<file path="config.mk">
export PLATFORM = sky130hd
export DESIGN_NAME = pipeline_stall_ctrl
export DESIGN_NICKNAME = d
export VERILOG_FILES = /design/src/rtl/pipe_ctrl_pkg.sv /design/src/rtl/pipe_perf_cnt.sv /design/src/rtl/pipeline_stall_ctrl.sv
export SDC_FILE = /design/constraint.sdc
export NUM_CORES = 1
export LEC_CHECK = 0
export CAP_MARGIN = 20
export CORE_UTILIZATION = 30
export CTS_CLUSTER_DIAMETER = 60
export DETAILED_ROUTE_END_ITERATION = 8
export PLACE_DENSITY = 0.81
export SLEW_MARGIN = 10
export SYNTH_ARGS = -nofsm -noshare
export SYNTH_HDL_FRONTEND = slang
export SYNTH_SLANG_ARGS = --single-unit
</file>
<file path="constraint.sdc">
create_clock -name clk -period 3.9 [get_ports clk]
set_input_delay 0.585 -clock clk [delete_from_list [all_inputs] [get_ports clk]]
set_output_delay 0.585 -clock clk [all_outputs]
set_load 0.1 [all_outputs]
</file>
<file path="src/rtl/pipe_ctrl_pkg.sv">
// pipe_ctrl_pkg: shared state encoding and constants for the pipeline stall controller.
package pipe_ctrl_pkg;
  typedef enum logic [1:0] {S_RUN, S_MEMWAIT, S_ERR} state_t;
  localparam logic [4:0] REG_ZERO = 5'h00;
endpackage

</file>
<file path="src/rtl/pipe_perf_cnt.sv">
// pipe_perf_cnt: saturating event counter, cleared by synchronous reset.
module pipe_perf_cnt #(
  parameter int CNT_W = 32
) (
  input  logic             clk,
  input  logic             rst,
  input  logic             inc,
  output logic [CNT_W-1:0] cnt
);
  always_ff @(posedge clk)
    if (rst) cnt <= '0;
    else if (inc && cnt != '1) cnt <= cnt + 1'b1;
endmodule

</file>
<file path="src/rtl/pipeline_stall_ctrl.sv">
// pipeline_stall_ctrl: stall/flush/bubble sequencing for load-use, taken branches and dmem waits.
// Define PIPE_PERF_CNT_EN to build the stall/flush/memwait performance counters.
module pipeline_stall_ctrl
  import pipe_ctrl_pkg::*;
#(
  parameter int MAX_WAIT = 16,
  parameter int CNT_W    = 32
) (
  input  logic             clk,
  input  logic             rst,
  input  logic             MemReadE,
  input  logic [4:0]       RD_E,
  input  logic [4:0]       Rs1_D,
  input  logic [4:0]       Rs2_D,
  input  logic             PCSrcE,
  input  logic             MemAccM,
  input  logic             dmem_ready,
  output logic             StallF,
  output logic             StallD,
  output logic             StallE,
  output logic             StallM,
  output logic             FlushD,
  output logic             FlushE,
  output logic             BubbleW,
  output logic             mem_err,
  output logic [CNT_W-1:0] stall_cyc,
  output logic [CNT_W-1:0] flush_cnt,
  output logic [CNT_W-1:0] memwait_cyc
);
  localparam int WAIT_W = $clog2(MAX_WAIT);
  state_t state;
  logic [WAIT_W-1:0] wait_cnt;
  logic err_q, lu, mw, res, hold, flush, ldst;
  assign lu = MemReadE && RD_E != REG_ZERO && (RD_E == Rs1_D || RD_E == Rs2_D);
  assign mw = MemAccM && !dmem_ready;
  // res: cycles in which branch/load-use hazards in E are allowed to resolve
  assign res   = !rst && ((state == S_RUN && !mw) || (state == S_MEMWAIT && dmem_ready));
  assign hold  = !rst && ((state == S_RUN && mw) || (state == S_MEMWAIT && !dmem_ready) || state == S_ERR);
  assign flush = res && PCSrcE;
  assign ldst  = res && !PCSrcE && lu;
  assign StallF  = hold || ldst;
  assign StallD  = hold || ldst;
  assign StallE  = hold;
  assign StallM  = hold;
  assign FlushD  = flush;
  assign FlushE  = flush || ldst;
  assign BubbleW = hold;
  assign mem_err = !rst && err_q;
  always_ff @(posedge clk)
    if (rst) begin
      state    <= S_RUN;
      wait_cnt <= '0;
      err_q    <= 1'b0;
    end else
      case (state)
        S_RUN:
          if (mw) begin
            state    <= S_MEMWAIT;
            wait_cnt <= WAIT_W'(1);
          end
        S_MEMWAIT:
          if (dmem_ready) begin
            state    <= S_RUN;
            wait_cnt <= '0;
          end else if (wait_cnt == WAIT_W'(MAX_WAIT - 1)) begin
            state <= S_ERR;
            err_q <= 1'b1;
          end else wait_cnt <= wait_cnt + 1'b1;
        S_ERR: state <= S_ERR;
        default: state <= S_RUN;
      endcase
`ifdef PIPE_PERF_CNT_EN
  logic [CNT_W-1:0] sc, fc, mc;
  pipe_perf_cnt #(.CNT_W(CNT_W)) u_stall (.clk(clk), .rst(rst), .inc(StallF), .cnt(sc));
  pipe_perf_cnt #(.CNT_W(CNT_W)) u_flush (.clk(clk), .rst(rst), .inc(FlushD), .cnt(fc));
  pipe_perf_cnt #(.CNT_W(CNT_W)) u_mwait (.clk(clk), .rst(rst), .inc(state == S_MEMWAIT), .cnt(mc));
  assign stall_cyc   = rst ? '0 : sc;
  assign flush_cnt   = rst ? '0 : fc;
  assign memwait_cyc = rst ? '0 : mc;
`else
  assign stall_cyc   = '0;
  assign flush_cnt   = '0;
  assign memwait_cyc = '0;
`endif
endmodule

</file>
# After elaboration in Yosys (flattened, before gate mapping)
# Index checks and enable logic that the tools add are counted.
# classes
addsub	1
eq_ne	8
n_mux	8
bitwise	1
n_reduce_logical	29
# ops
operator	count
logical AND 1 bit	13
two-way mux 4 bit	3
equality test 5 bit	2
one-hot mux 4 bit (2 select lines)	1
logical OR 1 bit	6
two-way mux 2 bit	3
one-hot mux 2 bit (3 select lines)	1
AND reduction 3 bit	2
nonzero test 5 bit	1
adder 4 x 1 -> 4 bit, second input constant	1
equality test 4 bit, second input constant	1
zero test 1 bit	4
!= test 3 x 2 -> 1 bit, second input constant	1
!= test 3 bit, second input constant	1
equality test 2 x 1 -> 1 bit, second input constant	1
equality test 2 bit, second input constant	1
zero test 2 bit	1
!= test 2 bit, second input constant	1
AND reduction 2 bit	1
nonzero test 2 bit	1
inverter 1 bit	1
# word_totals
register_bits	7
inputBits	21
output_inout_bits	104
word_cells	50

# Longest topological paths before layout
# Gate-level depths: netlist of run 1.
# depth
word_depth	9
mapped_depth	5
ltp_nobuf	5

# Worst setup path after synthesis of run 1
# OpenSTA, ideal clock, no wires.
# synth_path
kind	input port to output port
startpoint	in RD_E[2]
endpoint	out FlushE
t_arrival_ns	3.288
t_required_ns	3.315
slack_ns	0.027
path_stages	4
n_path_buf	0
path_cell_list	xor2_1 > nor3_1 > a22oi_1 > o31ai_1
# synth_via
elab_chain_cells	5
word_cells_on_any_way	8
classes_between	eq/ne: 2; reduce/logical: 6
# synth_rtl
item	line	rtl
from (decl)	pipeline_stall_ctrl.sv:12	input logic [4:0] RD_E,
equality test 5 bit / nonzero test 5 bit (equally long branches)	pipeline_stall_ctrl.sv:34	assign lu = MemReadE && RD_E != REG_ZERO && (RD_E == Rs1_D || RD_E == Rs2_D);
logical OR 1 bit / logical AND 1 bit (equally long branches)	pipeline_stall_ctrl.sv:34	
logical AND 1 bit *	pipeline_stall_ctrl.sv:34	
logical AND 1 bit *	pipeline_stall_ctrl.sv:40	assign ldst = res && !PCSrcE && lu;
logical OR 1 bit *	pipeline_stall_ctrl.sv:46	assign FlushE = flush || ldst;
to (decl)	pipeline_stall_ctrl.sv:23	output logic FlushE,
# Mark *: on every way between the ends. The rest lies on a longest branch, timed or not.

# Worst setup path in the final report of run 1
# layout_path
startpoint	in dmem_ready
endpoint	out StallD
# layout_via
elab_chain_cells	9
word_cells_on_any_way	15
classes_between	reduce/logical: 15
# layout_rtl
item	line	rtl
from (decl)	pipeline_stall_ctrl.sv:17	input logic dmem_ready,
zero test 1 bit	pipeline_stall_ctrl.sv:35, pipeline_stall_ctrl.sv:38	
logical AND 1 bit	pipeline_stall_ctrl.sv:35	assign mw = MemAccM && !dmem_ready;
zero test 1 bit	pipeline_stall_ctrl.sv:37	assign res = !rst && ((state == S_RUN && !mw) || (state == S_MEMWAIT && dmem_ready));
logical AND 1 bit	pipeline_stall_ctrl.sv:37	
logical OR 1 bit	pipeline_stall_ctrl.sv:37	
logical AND 1 bit	pipeline_stall_ctrl.sv:37	
logical AND 1 bit (2 in a row)	pipeline_stall_ctrl.sv:40	
logical OR 1 bit *	pipeline_stall_ctrl.sv:42	assign StallD = hold || ldst;
to (decl)	pipeline_stall_ctrl.sv:19	output logic StallD,
# Marks and branches as above.

==> results of run 1 <==
## flip-flops by register name (all words and copies together) (netlist names)
name	flops
state	2
err_q	1
wait_cnt	4
## area by class of cell
cell class	count	area, sq um
inverters	2	7.51
fillers	441	2800
flip-flops and latches	7	140
repair buffers	28	260
multi-input cells	158	746
clock buffers	4	45.0
well taps	50	62.6
## through the flow
step / std cells / util / cell area (sq um) / power (mW) / hold slack, ns
final: 249 / 0.311 / 1260 / 0.664 / 0.471
after global routing: 249 / 0.311 / 1260 / 0.682 / 0.517
after CTS: 249 / 0.311 / 1260 / 0.664 / 0.473
after detailed placement: 245 / 0.300 / 1220 / 0.559 / 0.464
after global placement: 245 / 0.300 / 1220 / 0.558 / 0.443
after floorplan: 267 / - / 1640 / 0.603 / 0.432
## kinds of logic after synthesis
family                   count (synthesis)  synth area share
other                                    1           0.00292
buffers and inverters                  102             0.588
AND/OR/NAND/NOR                         30             0.119
flip-flops                               7             0.109
adder cells (fa/ha/maj)                  1           0.00975
XOR/XNOR                                10            0.0682
AO/OA/AOI/OAI                           21             0.103
## cell usage after synthesis
master | instances | area share
sky130_fd_sc_hd__nor3_1 | 2 | 0.0078
sky130_fd_sc_hd__nand3_1 | 4 | 0.016
sky130_fd_sc_hd__or3_1 | 2 | 0.0097
sky130_fd_sc_hd__clkbuf_1 | 1 | 0.0029
sky130_fd_sc_hd__buf_4 | 99 | 0.58
sky130_fd_sc_hd__inv_1 | 2 | 0.0059
sky130_fd_sc_hd__nor2b_1 | 4 | 0.019
sky130_fd_sc_hd__o21ba_2 | 1 | 0.0078
sky130_fd_sc_hd__dfxtp_1 | 7 | 0.11
sky130_fd_sc_hd__nand2_1 | 5 | 0.015
sky130_fd_sc_hd__o21a_1 | 1 | 0.0059
sky130_fd_sc_hd__o21ai_0 | 3 | 0.012
sky130_fd_sc_hd__and3_1 | 1 | 0.0049
sky130_fd_sc_hd__o31ai_1 | 1 | 0.0059
sky130_fd_sc_hd__ha_1 | 1 | 0.0097
sky130_fd_sc_hd__a22oi_1 | 2 | 0.012
sky130_fd_sc_hd__xor2_1 | 10 | 0.068
sky130_fd_sc_hd__a21oi_1 | 6 | 0.023
sky130_fd_sc_hd__or3b_1 | 1 | 0.0068
sky130_fd_sc_hd__conb_1 | 1 | 0.0029
sky130_fd_sc_hd__or4_1 | 1 | 0.0059
sky130_fd_sc_hd__a211oi_1 | 1 | 0.0059
sky130_fd_sc_hd__o22ai_1 | 1 | 0.0049
sky130_fd_sc_hd__o21ai_1 | 2 | 0.0078
sky130_fd_sc_hd__nor2_1 | 8 | 0.023
sky130_fd_sc_hd__nand2b_1 | 1 | 0.0049
sky130_fd_sc_hd__o21bai_1 | 2 | 0.012
sky130_fd_sc_hd__a2111oi_0 | 1 | 0.0068
sky130_fd_sc_hd__nor3b_1 | 1 | 0.0059
## power breakdown
group          total (mW)  switching, mW  leakage, nW  internal, mW
Clock               0.105         0.0342       0.0228        0.0710
Combinational       0.484          0.450        0.569        0.0338
Sequential         0.0754        0.00201       0.0568        0.0733
## layout by cell type, fill, tap and decap left out, types with 2 or more instances in the layout
| master | n |
|---|---|
| sky130_fd_sc_hd__conb_1 | 96 |
| sky130_fd_sc_hd__clkdlybuf4s50_1 | 20 |
| sky130_fd_sc_hd__xor2_1 | 10 |
| sky130_fd_sc_hd__nor2_1 | 8 |
| sky130_fd_sc_hd__buf_4 | 8 |
| sky130_fd_sc_hd__dfxtp_1 | 7 |
| sky130_fd_sc_hd__a21oi_1 | 6 |
| sky130_fd_sc_hd__nand2_1 | 5 |
| sky130_fd_sc_hd__nand3_1 | 4 |
| sky130_fd_sc_hd__nor2b_1 | 4 |
| sky130_fd_sc_hd__o21ai_0 | 3 |
| sky130_fd_sc_hd__clkbuf_8 | 3 |
| sky130_fd_sc_hd__o21bai_1 | 2 |
| sky130_fd_sc_hd__inv_1 | 2 |
| sky130_fd_sc_hd__nor3_1 | 2 |
| sky130_fd_sc_hd__a22oi_1 | 2 |
| sky130_fd_sc_hd__o21ai_1 | 2 |
| sky130_fd_sc_hd__or3_1 | 2 |
## critical path: stages
cell	delay [ns]
sky130_fd_sc_hd__clkdlybuf4s50_1	0.57
sky130_fd_sc_hd__o21bai_1	0.21
sky130_fd_sc_hd__nand2_1	0.11
sky130_fd_sc_hd__or3_1	0.35
sky130_fd_sc_hd__o22ai_1	0.18
sky130_fd_sc_hd__buf_4	0.33
## routing by layer
metal / vias up / wire, um
met2: 66 / 995
met1: 380 / 669
li1: 416 / -
met4: 0 / 10
met3: 2 / 248
met5: - / 0
## worst min-delay path by stage
stage / startpoint / end / slack [ns] / cells after the start
6_report: err_q / err_q / 0.47 / 2
5_1_grt: err_q / err_q / 0.52 / 2
4_1_cts: err_q / err_q / 0.47 / 2
3_5_place_dp: err_q / err_q / 0.46 / 2
3_3_place_gp: err_q / err_q / 0.44 / 2
2_1_floorplan: err_q / err_q / 0.43 / 2
==> run_summary.xml, run 1 <==
<?xml version="1.0" encoding="UTF-8"?>
<metrics>
  <group name="logic_synthesis">
    <metric name="synth.yosys.seq_area_share" unit="">0.109</metric>
    <metric name="number_of_synthesis_warnings" unit="">0</metric>
    <metric name="syn_area_per_cell" unit="sq um">7.46</metric>
    <metric name="synthDistinctLibCells" unit="">29</metric>
    <metric name="synth_cells" unit="">172</metric>
    <metric name="mappedNetlistArea" unit="sq um">1280</metric>
    <metric name="yosys_register_bits" unit="">7</metric>
  </group>
  <group name="min_path">
    <metric name="hold_path_class" unit="">reg2reg</metric>
  </group>
  <group name="global_route">
    <metric name="global_route_wire_length_before_repair" unit="um">2670</metric>
    <metric name="grtUsageMet1" unit="">0.0820</metric>
    <metric name="grt_use_met2" unit="">0.144</metric>
    <metric name="grt_remaining_overflow" unit="">0</metric>
    <metric name="grt_util_all_layers" unit="">0.0829</metric>
    <metric name="first_global_vias" unit="">635</metric>
    <metric name="antenna_violations_before_repair" unit="">0</metric>
    <metric name="grt.busiest_layer" unit="">met2</metric>
    <metric name="grt_start_max_net_pins" unit="">12</metric>
    <metric name="grt.met3_usage" unit="">0.0456</metric>
  </group>
  <group name="placed_design">
    <metric name="pre_cts_ws" unit="ns">0.969</metric>
    <metric name="place.gp.congestion" unit="">0.755</metric>
    <metric name="detailedPlacementHpwl" unit="um">1690</metric>
    <metric name="buffer_ports.inserted" unit="">28</metric>
  </group>
  <group name="die">
    <metric name="die_width" unit="um">67.4</metric>
    <metric name="core_area" unit="sq um">4060</metric>
    <metric name="initial_core_util" unit="">0.316</metric>
    <metric name="floorplan.die_area" unit="sq um">4540</metric>
    <metric name="die_outline_height" unit="um">67.4</metric>
    <metric name="placementRows" unit="">23</metric>
    <metric name="ioPinCount" unit="">125</metric>
  </group>
  <group name="routing">
    <metric name="post_drt_wl_per_cell" unit="um">7.73</metric>
    <metric name="dr.first_iter.drc_count" unit="">5</metric>
    <metric name="detail_route.drc_violations" unit="">0</metric>
    <metric name="ant_nets" unit="">0</metric>
    <metric name="route.vias.total" unit="">864</metric>
    <metric name="avgViaCountPerCell" unit="">3.47</metric>
    <metric name="drt_pass1_iterations" unit="">2</metric>
    <metric name="routed_wl" unit="um">1920</metric>
  </group>
  <group name="timing">
    <metric name="finalSetupViolations" unit="">0</metric>
    <metric name="report.final.slew_viol_count" unit="">0</metric>
    <metric name="clock-skew-final" unit="ns">0.00464</metric>
    <metric name="period_minus_slack" unit="ns">2.93</metric>
    <metric name="achievable-frequency" unit="GHz">0.341</metric>
    <metric name="min_period_over_period" unit="">0.752</metric>
    <metric name="timing_hold_violations_final" unit="">0</metric>
    <metric name="postLayoutSetupSlackWorst" unit="ns">0.967</metric>
    <metric name="setup_total_neg_slack" unit="ns">0</metric>
    <metric name="rsz0062_at_grt" unit="">false</metric>
  </group>
  <group name="finish">
    <metric name="area_growth" unit="%">-1.75</metric>
    <metric name="antennaDiodeCount" unit="">0</metric>
    <metric name="nets" unit="">222</metric>
    <metric name="drive_gt1_frac" unit="">0.0603</metric>
  </group>
  <group name="clock_tree">
    <metric name="cts_inserted_buffers" unit="">3</metric>
    <metric name="clk_pin_slew_worst_paths" unit="ns">0.04</metric>
    <metric name="cts_tree" unit="">yes</metric>
    <metric name="cts-htree-levels" unit="">1</metric>
    <metric name="clock_tree_buf_depth" unit="">2</metric>
    <metric name="clockRootBuffer" unit="">sky130_fd_sc_hd__clkbuf_8</metric>
    <metric name="hold_fix_buffers_cts" unit="">0</metric>
    <metric name="cts.sink_count" unit="">7</metric>
    <metric name="postCtsResizedCells" unit="">0</metric>
    <metric name="cts_post_setup_buffers_inserted" unit="">0</metric>
    <metric name="worstSkewPairLatency" unit="ns">0.23</metric>
  </group>
  <group name="power_and_ir_drop">
    <metric name="cellLeakagePower" unit="nW">0.649</metric>
    <metric name="max-vdd-ir-drop" unit="mV">0.190</metric>
    <metric name="power_density" unit="nW/um^2">527</metric>
  </group>
  <group name="setup_path">
    <metric name="worstSetupStartpoint" unit="">dmem_ready</metric>
    <metric name="timing.rr.end" unit="">wait_cnt[0]</metric>
    <metric name="arrival" unit="ns">2.35</metric>
    <metric name="critical_path_peak_fanout" unit="">6</metric>
    <metric name="crit_path_start_kind" unit="">primary input</metric>
    <metric name="worstSetupEndpoint" unit="">StallD</metric>
    <metric name="reg2reg_from" unit="">wait_cnt[0]</metric>
    <metric name="cp-end-kind" unit="">output pin</metric>
    <metric name="worstRegToRegCells" unit="">5</metric>
    <metric name="criticalPathCategory" unit="">in2out</metric>
    <metric name="required" unit="ns">3.31</metric>
    <metric name="timing.reg2reg.setup_slack" unit="ns">2.49</metric>
  </group>
  <group name="job">
    <metric name="drv.max_cap_violation_count" unit="">0</metric>
  </group>
  <group name="outcome">
    <metric name="status" unit="">finished clean</metric>
  </group>
</metrics>
No activity file was read; power rests on OpenSTA's default activity.
==> run 2, diff against run 1 <==
==> constraint.sdc (replaced) <==
create_clock -name clk -period 2.9 [get_ports clk]
set_input_delay 0.435 -clock clk [delete_from_list [all_inputs] [get_ports clk]]
set_output_delay 0.435 -clock clk [all_outputs]
set_load 0.1 [all_outputs]
==> run_summary.xml, run 2 (synthesis gave the netlist of run 1 again) <==
<?xml version="1.0" encoding="UTF-8"?>
<metrics>
  <group name="finish">
    <metric name="nets" unit="">223</metric>
    <metric name="drive_gt1_frac" unit="">0.0800</metric>
    <metric name="layout.cells.most_common" unit="">sky130_fd_sc_hd__conb_1</metric>
    <metric name="reg.largest.list" unit="">wait_cnt (4), state (2), err_q (1)</metric>
    <metric name="seq_area" unit="sq um">140</metric>
    <metric name="area_growth" unit="%">6.72</metric>
    <metric name="top_register" unit="">wait_cnt</metric>
    <metric name="largest_register_ffs" unit="">4</metric>
    <metric name="nFillCells" unit="">433</metric>
    <metric name="antennaDiodeCount" unit="">0</metric>
    <metric name="layout_common_cells" unit="">96 x sky130_fd_sc_hd__conb_1, 20 x sky130_fd_sc_hd__clkdlybuf4s50_1, 10 x sky130_fd_sc_hd__xor2_1</metric>
    <metric name="multi_input_area" unit="sq um">759</metric>
  </group>
  <group name="timing">
    <metric name="achievable-frequency" unit="GHz">0.383</metric>
    <metric name="rsz0062_at_grt" unit="">false</metric>
    <metric name="timing_hold_violations_final" unit="">0</metric>
    <metric name="report.final.slew_viol_count" unit="">0</metric>
    <metric name="period_minus_slack" unit="ns">2.61</metric>
    <metric name="clock-skew-final" unit="ns">0.00547</metric>
    <metric name="finalSetupViolations" unit="">0</metric>
    <metric name="min_period_over_period" unit="">0.900</metric>
    <metric name="setup_total_neg_slack" unit="ns">0</metric>
  </group>
  <group name="min_path">
    <metric name="min_delay_worst_endpoint" unit="">err_q</metric>
    <metric name="holdPathStages" unit="">2</metric>
    <metric name="hp-start" unit="">err_q</metric>
    <metric name="hold_path_class" unit="">reg2reg</metric>
  </group>
  <group name="global_route">
    <metric name="grt_start_max_net_pins" unit="">11</metric>
    <metric name="antenna_violations_before_repair" unit="">0</metric>
    <metric name="global_route_wire_length_before_repair" unit="um">2800</metric>
    <metric name="grt_util_all_layers" unit="">0.0846</metric>
    <metric name="first_global_vias" unit="">679</metric>
    <metric name="grt_remaining_overflow" unit="">0</metric>
  </group>
  <group name="placed_design">
    <metric name="detailedPlacementHpwl" unit="um">1720</metric>
    <metric name="buffer_ports.inserted" unit="">28</metric>
    <metric name="place.gp.congestion" unit="">0.828</metric>
  </group>
  <group name="clock_tree">
    <metric name="clk_pin_slew_worst_paths" unit="ns">0.04</metric>
    <metric name="cts_tree" unit="">yes</metric>
    <metric name="cts_post_setup_buffers_inserted" unit="">0</metric>
    <metric name="clockRootBuffer" unit="">sky130_fd_sc_hd__clkbuf_8</metric>
    <metric name="cts_inserted_buffers" unit="">3</metric>
    <metric name="worstSkewPairLatency" unit="ns">0.23</metric>
    <metric name="cts-htree-levels" unit="">1</metric>
    <metric name="cts.sink_count" unit="">7</metric>
    <metric name="clock_tree_buf_depth" unit="">2</metric>
    <metric name="postCtsResizedCells" unit="">0</metric>
    <metric name="hold_fix_buffers_cts" unit="">0</metric>
  </group>
  <group name="routing">
    <metric name="detail_route.drc_violations" unit="">0</metric>
    <metric name="route.vias.total" unit="">864</metric>
    <metric name="drt_pass1_iterations" unit="">2</metric>
    <metric name="routed_wl" unit="um">1880</metric>
    <metric name="post_drt_wl_per_cell" unit="um">7.54</metric>
    <metric name="ant_nets" unit="">0</metric>
    <metric name="avgViaCountPerCell" unit="">3.46</metric>
    <metric name="dr.first_iter.drc_count" unit="">29</metric>
  </group>
  <group name="outcome">
    <metric name="status" unit="">finished clean</metric>
  </group>
  <group name="setup_path">
    <metric name="timing.rr.end" unit="">wait_cnt[0]</metric>
    <metric name="criticalPathCategory" unit="">in2out</metric>
    <metric name="reg2reg_from" unit="">wait_cnt[0]</metric>
    <metric name="worstRegToRegCells" unit="">5</metric>
    <metric name="required" unit="ns">2.47</metric>
    <metric name="crit_path_start_kind" unit="">primary input</metric>
    <metric name="cp-end-kind" unit="">output pin</metric>
    <metric name="timing.reg2reg.setup_slack" unit="ns">1.55</metric>
    <metric name="arrival" unit="ns">2.18</metric>
    <metric name="critical_path_peak_fanout" unit="">6</metric>
  </group>
  <group name="power_and_ir_drop">
    <metric name="power_density" unit="nW/um^2">664</metric>
    <metric name="cellLeakagePower" unit="nW">0.679</metric>
    <metric name="max-vdd-ir-drop" unit="mV">0.232</metric>
    <metric name="final_total_power" unit="mW">0.909</metric>
  </group>
  <group name="die">
    <metric name="floorplan.die_area" unit="sq um">4540</metric>
    <metric name="placementRows" unit="">23</metric>
    <metric name="initial_core_util" unit="">0.316</metric>
    <metric name="die_outline_height" unit="um">67.4</metric>
    <metric name="ioPinCount" unit="">125</metric>
    <metric name="die_width" unit="um">67.4</metric>
    <metric name="core_area" unit="sq um">4060</metric>
  </group>
  <group name="job">
    <metric name="drv.max_cap_violation_count" unit="">0</metric>
  </group>
</metrics>
run 2: critical path, cell delays in order:
cell and delay [ns]:
sky130_fd_sc_hd__clkdlybuf4s50_1 0.56, sky130_fd_sc_hd__o21bai_1 0.22, sky130_fd_sc_hd__nand2_1 0.14, sky130_fd_sc_hd__or3_1 0.38, sky130_fd_sc_hd__o22ai_2 0.23, sky130_fd_sc_hd__buf_12 0.22
run 2: stage by stage:
stage | instance area (sq um) | util | worst slack, ns | hold slack (ns) | std cells
after CTS | 1370 | 0.338 | 0.271 | 0.485 | 250
after floorplan | 1650 | - | 0.0971 | 0.432 | 267
after global placement | 1330 | 0.327 | 0.313 | 0.448 | 246
final | 1370 | 0.338 | 0.290 | 0.473 | 250
after global routing | 1370 | 0.338 | 0.162 | 0.528 | 250
after detailed placement | 1330 | 0.327 | 0.270 | 0.476 | 246
run 2: how the worst max path moves through the flow:
stage                     startpoint      to  slack [ns]  cells past startpoint
after global routing      dmem_ready  StallF        0.16                      6
after detailed placement  dmem_ready  StallF        0.27                      6
after CTS                 dmem_ready  StallF        0.27                      6
final                     dmem_ready  StallF        0.29                      6
after floorplan              MemAccM  StallF         0.1                      5
after global placement    dmem_ready  StallF        0.31                      6
run 2: layer usage:
layer	vias up	track usage	share of wire
met1	371	0.0780	0.31
met3	5	0.0287	0.12
met4	0	0.0691	0.023
met5	-	0	0
met2	68	0.150	0.55
li1	420	-	-
run 2: area by class of cell:
| class | count | share of cell area |
|---|---|---|
| clock buffers | 4 | 0.0329 |
| inverters | 2 | 0.00548 |
| well taps | 50 | 0.0457 |
| multi-input cells | 158 | 0.554 |
| flip-flops and latches | 7 | 0.102 |
| repair buffers | 29 | 0.259 |
run 2: where the power goes:
| group | total [mW] | internal (mW) | switching [mW] |
|---|---|---|---|
| combinational | 0.669 | 0.0601 | 0.609 |
| sequential | 0.102 | 0.0987 | 0.00284 |
| clock | 0.138 | 0.0951 | 0.0429 |
| total | 0.909 | 0.254 | 0.655 |
==> run 3, diff against run 2 <==
--- a/config.mk
+++ b/config.mk
@@ -6,10 +6,12 @@
 export NUM_CORES = 1
 export LEC_CHECK = 0
 export CAP_MARGIN = 20
+export CORE_MARGIN = 3
 export CORE_UTILIZATION = 30
 export CTS_CLUSTER_DIAMETER = 60
 export DETAILED_ROUTE_END_ITERATION = 8
-export PLACE_DENSITY = 0.81
+export PLACE_DENSITY = 0.89
+export SKIP_CTS_REPAIR_TIMING = 1
 export SLEW_MARGIN = 10
 export SYNTH_ARGS = -nofsm -noshare
 export SYNTH_HDL_FRONTEND = slang
==> run_summary.xml, run 3 (synthesis gave the netlist of run 1 again) <==
<?xml version="1.0" encoding="UTF-8"?>
<metrics>
  <group name="outcome">
    <metric name="status" unit="">finished clean</metric>
  </group>
  <group name="timing">
    <metric name="min_period_over_period" unit="">0.900</metric>
    <metric name="report.final.slew_viol_count" unit="">0</metric>
    <metric name="clock-skew-final" unit="ns">0.00509</metric>
    <metric name="period_minus_slack" unit="ns">2.61</metric>
    <metric name="timing_hold_violations_final" unit="">0</metric>
    <metric name="finalSetupViolations" unit="">0</metric>
    <metric name="postLayoutSetupSlackWorst" unit="ns">0.291</metric>
    <metric name="achievable-frequency" unit="GHz">0.383</metric>
    <metric name="setup_total_neg_slack" unit="ns">0</metric>
    <metric name="rsz0062_at_grt" unit="">false</metric>
  </group>
  <group name="clock_tree">
    <metric name="clk_pin_slew_worst_paths" unit="ns">0.04</metric>
    <metric name="clock_tree_buf_depth" unit="">2</metric>
    <metric name="cts-htree-levels" unit="">1</metric>
    <metric name="cts_inserted_buffers" unit="">3</metric>
    <metric name="clockRootBuffer" unit="">sky130_fd_sc_hd__clkbuf_8</metric>
    <metric name="cts.sink_count" unit="">7</metric>
    <metric name="cts_tree" unit="">yes</metric>
    <metric name="worstSkewPairLatency" unit="ns">0.23</metric>
  </group>
  <group name="setup_path">
    <metric name="required" unit="ns">2.47</metric>
    <metric name="timing.reg2reg.setup_slack" unit="ns">1.55</metric>
    <metric name="arrival" unit="ns">2.17</metric>
    <metric name="criticalPathCategory" unit="">in2out</metric>
    <metric name="cp-end-kind" unit="">output pin</metric>
    <metric name="critical_path_peak_fanout" unit="">6</metric>
    <metric name="crit_path_start_kind" unit="">primary input</metric>
  </group>
  <group name="global_route">
    <metric name="grt_util_all_layers" unit="">0.0719</metric>
    <metric name="first_global_vias" unit="">700</metric>
    <metric name="grt_start_max_net_pins" unit="">11</metric>
    <metric name="grt_remaining_overflow" unit="">0</metric>
    <metric name="antenna_violations_before_repair" unit="">0</metric>
    <metric name="global_route_wire_length_before_repair" unit="um">2930</metric>
  </group>
  <group name="routing">
    <metric name="drt_pass1_iterations" unit="">4</metric>
    <metric name="detail_route.drc_violations" unit="">0</metric>
    <metric name="ant_nets" unit="">0</metric>
    <metric name="dr.first_iter.drc_count" unit="">64</metric>
    <metric name="routed_wl" unit="um">2140</metric>
    <metric name="route.vias.total" unit="">865</metric>
    <metric name="post_drt_wl_per_cell" unit="um">8.54</metric>
    <metric name="avgViaCountPerCell" unit="">3.46</metric>
  </group>
  <group name="finish">
    <metric name="nets" unit="">223</metric>
    <metric name="reg.largest.list" unit="">wait_cnt (4), state (2), err_q (1)</metric>
    <metric name="nFillCells" unit="">430</metric>
    <metric name="layout.cells.most_common" unit="">sky130_fd_sc_hd__conb_1</metric>
    <metric name="largest_register_ffs" unit="">4</metric>
    <metric name="multi_input_area" unit="sq um">759</metric>
    <metric name="fin_cells" unit="">250</metric>
    <metric name="seq_area" unit="sq um">140</metric>
    <metric name="top_register" unit="">wait_cnt</metric>
    <metric name="antennaDiodeCount" unit="">0</metric>
    <metric name="area_growth" unit="%">6.72</metric>
    <metric name="drive_gt1_frac" unit="">0.0800</metric>
    <metric name="layout_common_cells" unit="">96 x sky130_fd_sc_hd__conb_1, 20 x sky130_fd_sc_hd__clkdlybuf4s50_1, 10 x sky130_fd_sc_hd__xor2_1</metric>
  </group>
  <group name="die">
    <metric name="initial_core_util" unit="">0.316</metric>
    <metric name="placementRows" unit="">23</metric>
    <metric name="floorplan.die_area" unit="sq um">5100</metric>
    <metric name="ioPinCount" unit="">125</metric>
    <metric name="die_width" unit="um">71.4</metric>
    <metric name="die_outline_height" unit="um">71.4</metric>
    <metric name="core_area" unit="sq um">4060</metric>
  </group>
  <group name="power_and_ir_drop">
    <metric name="cellInternalPower" unit="mW">0.254</metric>
    <metric name="switching_power" unit="mW">0.656</metric>
    <metric name="power.sequential.fraction" unit="">0.111</metric>
    <metric name="cellLeakagePower" unit="nW">0.679</metric>
    <metric name="power_density" unit="nW/um^2">664</metric>
    <metric name="netSwitchingFraction" unit="">0.721</metric>
    <metric name="clock_power_share" unit="">0.151</metric>
    <metric name="max-vdd-ir-drop" unit="mV">0.212</metric>
    <metric name="comb_power_share" unit="">0.738</metric>
  </group>
  <group name="min_path">
    <metric name="hold_path_class" unit="">reg2reg</metric>
  </group>
  <group name="placed_design">
    <metric name="place.gp.congestion" unit="">0.772</metric>
    <metric name="buffer_ports.inserted" unit="">28</metric>
    <metric name="pre_cts_ws" unit="ns">0.290</metric>
    <metric name="detailedPlacementHpwl" unit="um">1940</metric>
    <metric name="post-place-cells" unit="">246</metric>
  </group>
  <group name="job">
    <metric name="drv.max_cap_violation_count" unit="">0</metric>
  </group>
</metrics>
[run 3: per-stage QoR]
stage | utilization | hold WS (ns) | cell area (sq um) | power, mW
3_5_place_dp | 0.327 | 0.464 | 1330 | 0.771
2_1_floorplan | - | 0.432 | 1650 | 0.812
6_report | 0.338 | 0.468 | 1370 | 0.910
3_3_place_gp | 0.327 | 0.446 | 1330 | 0.769
5_1_grt | 0.338 | 0.500 | 1370 | 0.941
4_1_cts | 0.338 | 0.472 | 1370 | 0.916
[run 3: worst paths after layout]
path                    start          end  cells past startpoint
setup / recovery   dmem_ready       StallF                      6
hold / removal          err_q        err_q                      2
setup reg to reg  wait_cnt[0]  wait_cnt[0]                      5
hold reg to reg         err_q        err_q                      2
[run 3: final cells by class]
type / count / area share
multi-input combinational: 158 / 0.554
timing repair buffer: 29 / 0.259
sequential: 7 / 0.102
tap: 50 / 0.0457
clock buffer: 4 / 0.0329
inverter: 2 / 0.00548
[run 3: routing by layer]
layer  track usage  vias up  share of wire
li1              -      415              -
met1        0.0636      376           0.30
met2         0.134       70           0.54
met3        0.0337        4           0.15
met4        0.0376        0         0.0094
met5             0        -              0
[run 3: critical path: stages]
cell and delay, ns:
sky130_fd_sc_hd__clkdlybuf4s50_1 0.55, sky130_fd_sc_hd__o21bai_1 0.21, sky130_fd_sc_hd__nand2_1 0.14, sky130_fd_sc_hd__or3_1 0.38, sky130_fd_sc_hd__o22ai_2 0.23, sky130_fd_sc_hd__buf_12 0.22
[run 3: power by group through the flow]
stage          logic (mW)  clock network, mW  registers [mW]
2_1_floorplan       0.710                  0           0.102
3_3_place_gp        0.667                  0           0.103
3_5_place_dp        0.668                  0           0.103
4_1_cts             0.669              0.146           0.101
5_1_grt             0.686              0.153           0.102
6_report            0.671              0.137           0.101
